**src/rtl/ts_queue.sv**
```systemverilog
// ts_queue: first-word-fall-through queue of 56-bit timestamp records
// between capture logic and the register block read port.
module ts_queue #(
    parameter int DEPTH_LOG2 = 4
) (
    input  logic        clk,
    input  logic        rst,
    input  logic        q_rst,
    input  logic        ts_wr_en,
    input  logic [55:0] ts_wr_data,
    input  logic        q_rd_en,
    output logic [7:0]  q_rd_stat,
    output logic [55:0] q_rd_data,
    output logic        q_full,
    output logic        q_ovf
);

    localparam int DEPTH = 1 << DEPTH_LOG2;
    localparam logic [DEPTH_LOG2:0] CNT_MAX = (DEPTH_LOG2 + 1)'(DEPTH);
    localparam logic [DEPTH_LOG2:0] CNT_ONE = 1;
    localparam logic [DEPTH_LOG2-1:0] PTR_ONE = 1;

    logic [55:0]           mem [DEPTH];
    logic [DEPTH_LOG2-1:0] wr_ptr;
    logic [DEPTH_LOG2-1:0] rd_ptr;
    logic [DEPTH_LOG2:0]   count;
    logic [DEPTH_LOG2:0]   count_nxt;
    logic                  push_ok;
    logic                  pop_ok;
    logic                  flush;

    assign flush = rst | q_rst;

    // A pop frees a slot in the same cycle, so a push at full still fits
    // when it is paired with an accepted pop.
    always_comb begin
        pop_ok  = q_rd_en && (count != '0);
        push_ok = ts_wr_en && ((count != CNT_MAX) || pop_ok);
        count_nxt = count;
        if (push_ok && !pop_ok) begin
            count_nxt = count + CNT_ONE;
        end else if (pop_ok && !push_ok) begin
            count_nxt = count - CNT_ONE;
        end
    end

    // Pointer, occupancy and flag state; a flush discards same-cycle traffic.
    always_ff @(posedge clk) begin
        if (flush) begin
            wr_ptr <= '0;
            rd_ptr <= '0;
            count  <= '0;
            q_full <= 1'b0;
            q_ovf  <= 1'b0;
        end else begin
            if (push_ok) begin
                wr_ptr <= wr_ptr + PTR_ONE;
            end
            if (pop_ok) begin
                rd_ptr <= rd_ptr + PTR_ONE;
            end
            count  <= count_nxt;
            q_full <= (count_nxt == CNT_MAX);
            if (ts_wr_en && !push_ok) begin
                q_ovf <= 1'b1;
            end
        end
    end

    // Record storage; contents are left uninitialised on reset.
    always_ff @(posedge clk) begin
        if (!flush && push_ok) begin
            mem[wr_ptr] <= ts_wr_data;
        end
    end

    assign q_rd_data = (count != '0) ? mem[rd_ptr] : 56'h0;
    assign q_rd_stat = 8'(count);

endmodule

```
**config.mk**
```make
export PLATFORM = sky130hd
export DESIGN_NAME = ts_queue
export DESIGN_NICKNAME = d
export VERILOG_FILES = /design/src/rtl/ts_queue.sv
export SDC_FILE = /design/constraint.sdc
export NUM_CORES = 1
export LEC_CHECK = 0
export CELL_PAD_IN_SITES_DETAIL_PLACEMENT = 1
export CELL_PAD_IN_SITES_GLOBAL_PLACEMENT = 1
export CORE_AREA = 3 3 283 285
export DETAILED_ROUTE_END_ITERATION = 10
export DIE_AREA = 0 0 286 288
export PLACE_DENSITY = 0.76
export SYNTH_ARGS = -nofsm -noshare
export SYNTH_HDL_FRONTEND = slang
export SYNTH_SLANG_ARGS = --single-unit
```
**constraint.sdc**
```tcl
create_clock -name clk -period 6.5 [get_ports clk]
set_clock_uncertainty 0.05 [all_clocks]
set_input_delay 1.3 -clock clk [delete_from_list [all_inputs] [get_ports clk]]
set_output_delay 1.3 -clock clk [all_outputs]
set_load 0.02 [all_outputs]
```
==> summary.txt <==
Outcome
  • Status: finished clean

Critical path
  • Startpoint of the worst-slack reg-to-reg timing path: count[0]
  • Critical path's slowest cell: or4b_1
  • WP data required: 5150 ps
  • Crit path kind: reg -> out
  • Worst reg2reg path depth: 7
  • Worst Setup End Kind: output pin
  • Critical path, cell by cell: inv_1 -> ha_1 -> or4b_1 -> nand2_2 -> buf_4 -> o22ai_1 -> clkdlybuf4s50_1
  • Kind of launch point of the worst setup path: flop
  • Reg2Reg Setup Slack: 2690 ps
  • Crit path arrival time: 3870 ps
  • Top fanout value on the critical path: 19
  • Reg-to-Reg End: mem[15][21]
  • Delay contributed by the slowest stage of the critical path: ~620 ps

Clock network
  • CTS clk-pin slew, worst paths: 60 ps
  • CTS tree: yes
  • Hold_buf cts: 0
  • Maximum buffer depth of the clock tree: 3
  • Buffers inserted during post-CTS setup optimization: 0
  • Number of resized instances in the post-cts repair step: 0
  • CTS H-Tree Depth: 3
  • Clock tree root buffer cell: clkbuf_16
  • Source-to-sink clock delay at the later pin of the worst-skew pair: ~630 ps
  • Total clock sinks: 915
  • Total clock buffers created by CTS: 92

Synth
  • Post-synthesis sequential element count: 915
  • Share of the synthesized area in the top cell type: 0.7736
  • Post-synthesis cell type with the largest combined area: edfxtp_1
  • Dominant synthesized flop cell: edfxtp_1
  • List of most frequent post-synthesis cells: edfxtp_1, mux4_2, mux2i_1
  • Post-synth EDFFs: 896
  • Share of synthesized registers carrying an async set or reset: 0
  • Count of synthesis-stage warnings from yosys: 0
  • Netlist Area Pre-Place: 0.03478 mm2
  • Sequential area share after synthesis: 0.7845
  • Syn Inst Count: 1494
  • Top cells by area in the synthesized netlist: edfxtp_1, mux4_2, mux2i_1, dfxtp_1, o22ai_1
  • Mean cell area of the mapped netlist: approximately 23 um2
  • Netlist cell types: 39
  • Most common cell in the synthesized netlist: edfxtp_1

Detailed routing
  • Final antenna-violating net count: 0
  • Residual DRC: 0
  • Vias: 16119
  • First-pass detailed-route iteration total: 5
  • Initial drt markers: between 1500 and 2000
  • Vias per std cell: 5.788
  • Routed Wire Length: between 80 and 90 mm
  • Routed WL per cell: 29.59 um

Timing
  • Slew at the pin closest to its max-slew limit: around 1100 ps
  • Setup repair after global routing missed its margin: no
  • Final hold violation count: 0
  • Final worst slack: 1280 ps
  • Max transition margin: 0.2426
  • Final count of pins violating max slew: 0
  • Shortest clock period the worst path allows after layout: around 5200 ps
  • Final-layout setup total negative slack: 0 ps
  • Highest clock frequency the design can meet: 191.6 MHz
  • Final count of negative-setup-slack endpoints: 0
  • Final worst-path cycle share: 0.8030

Layout
  • Total Nets Final: 1739
  • Fraction of final layout cells sized beyond drive strength 1: 0.2387
  • Final core utilization: 0.5218
  • Layout Area Growth over Synthesis: 16.41%

Floorplan
  • Die Area: 0.08237 mm2
  • Die W: between 200 and 300 um
  • Area of the core region: 0.07759 mm2
  • Count of pins on the block boundary: roughly 130
  • Initial Util: 0.4482
  • Number of rows created at floorplan: between 100 and 150
  • DIE HEIGHT: 288 um

Placement
  • Port Buffer Count: roughly 120
  • Placement Setup Slack: around 1500 ps
  • DPL Wire Length: 45.27 mm
  • Last weighted congestion value of the routability-driven placer: 0.7280

Global route
  • Number of global-route vias before repair: 17780
  • Total global routing overflow: 0
  • Overall routing resource usage: 0.2024
  • Antenna violations before repair: 1
  • Wire length of the first global-routing pass: 121.7 mm
  • Pin count of the biggest net entering global routing: 66

Pwr
  • Power density cells: 297.1 mW/mm2
  • Leakage: 11.95 nW
  • Pwr Total: 12.03 mW
  • Worst ir drop on vdd: 0.0002019 V

Job
  • Count of maximum capacitance violations: 0

Hold path
  • Depth of the worst hold-timing path: 2
  • Hold Startpoint: rd_ptr[3]
  • Type of the worst min-delay path: reg -> reg
-- through the flow --
| stage | cell area [um2] | hold slack (ps) | std cells |
|---|---|---|---|
| detailed placement | 37600 | 443.6 | 2617 |
| CTS | 40480 | 459.2 | 2783 |
| floorplan | 34790 | 409.1 | 1496 |
| global route | 40490 | 490.5 | 2784 |
| global placement | 37600 | 418.6 | 2617 |
| finish | 40490 | 446.4 | 2785 |
-- cell type report --
type                    count  area (um2)
fillers                  6789       37110
well taps                1040        1301
inverters                   6       22.52
clock buffers             107        2380
multi-input cells         493        7239
diodes                      2       5.005
repair buffers            163        1744
flip-flops and latches    915       27300
clock inverters            59       498.0
-- layer usage --
metal,share of wire,routed length [um],up-vias,track usage
li1,-,-,6712,-
met1,0.41,33440,8715,0.2734
met2,0.52,42610,583,0.3486
met3,0.057,4689,109,0.02763
met4,0.020,1652,0,0.05450
met5,0,0,-,0
-- critical path, delay by kind of cell (launching register included) --
kind	cells	cell delay, ps
buffers and inverters	3	1180
and+or+nand+nor	2	1180
DFF	1	370
adders and majority gates	1	240
AOI/OAI and AO/OA	1	250
-- sequential cells by signal (all words and copies together) (netlist names), named ones only --
name    flops
mem       896
count       5
q_full      1
rd_ptr      4
q_ovf       1
wr_ptr      4
-- where the power goes --
part / leakage (nW) / total (mW) / switching (mW) / internal (mW)
Sequential: 8.22 / 6.50 / 0.00970 / 6.49
Clock: 1.41 / 5.10 / 2.20 / 2.90
Combinational: 2.32 / 0.431 / 0.259 / 0.172
Total: 11.9 / 12.0 / 2.47 / 9.56
-- worst max-delay path by stage --
stage,from,endpoint,slack (ps),cells after the start
floorplan,q_rd_en,mem[15][0],1330,5
global placement,q_rd_en,mem[15][21],1600,6
detailed placement,q_rd_en,mem[15][23],1530,6
CTS,count[0],q_rd_data[18],1230,7
global route,count[0],q_rd_data[39],1130,7
finish,count[0],q_rd_data[18],1280,7
-- kinds of logic (layout without fill, tap and decap cells) --
kind of cell | count (synthesis) | in the layout | share of synthesized area
multiplexers | 336 | 336 | 0.1773
buffers and inverters | 88 | 335 | 0.01112
AO/OA/AOI/OAI | 74 | 74 | 0.01335
other | 1 | 5 | 0.0001078
XOR/XNOR | 8 | 8 | 0.002015
adder cells (fa/ha/maj) | 7 | 7 | 0.002518
flip-flops | 915 | 915 | 0.7845
AND/OR/NAND/NOR | 65 | 65 | 0.009066
-- layout by cell type, fill, tap and decap left out, types with 7 or more instances in the layout --
cell,netlist,routed
edfxtp_1,896,896
mux4_2,224,224
clkdlybuf4s50_1,0,123
mux2i_1,112,112
clkbuf_16,0,93
o22ai_1,56,56
clkinv_1,0,24
buf_4,3,23
clkinv_2,0,19
nor2_1,34,18
buf_12,0,17
nor2_4,0,16
dfxtp_1,19,16
clkbuf_1,33,14
a21oi_1,8,8
nand2_1,9,8
ha_1,7,7
bufinv_16,0,7
Power figures use the tool's default switching activity.
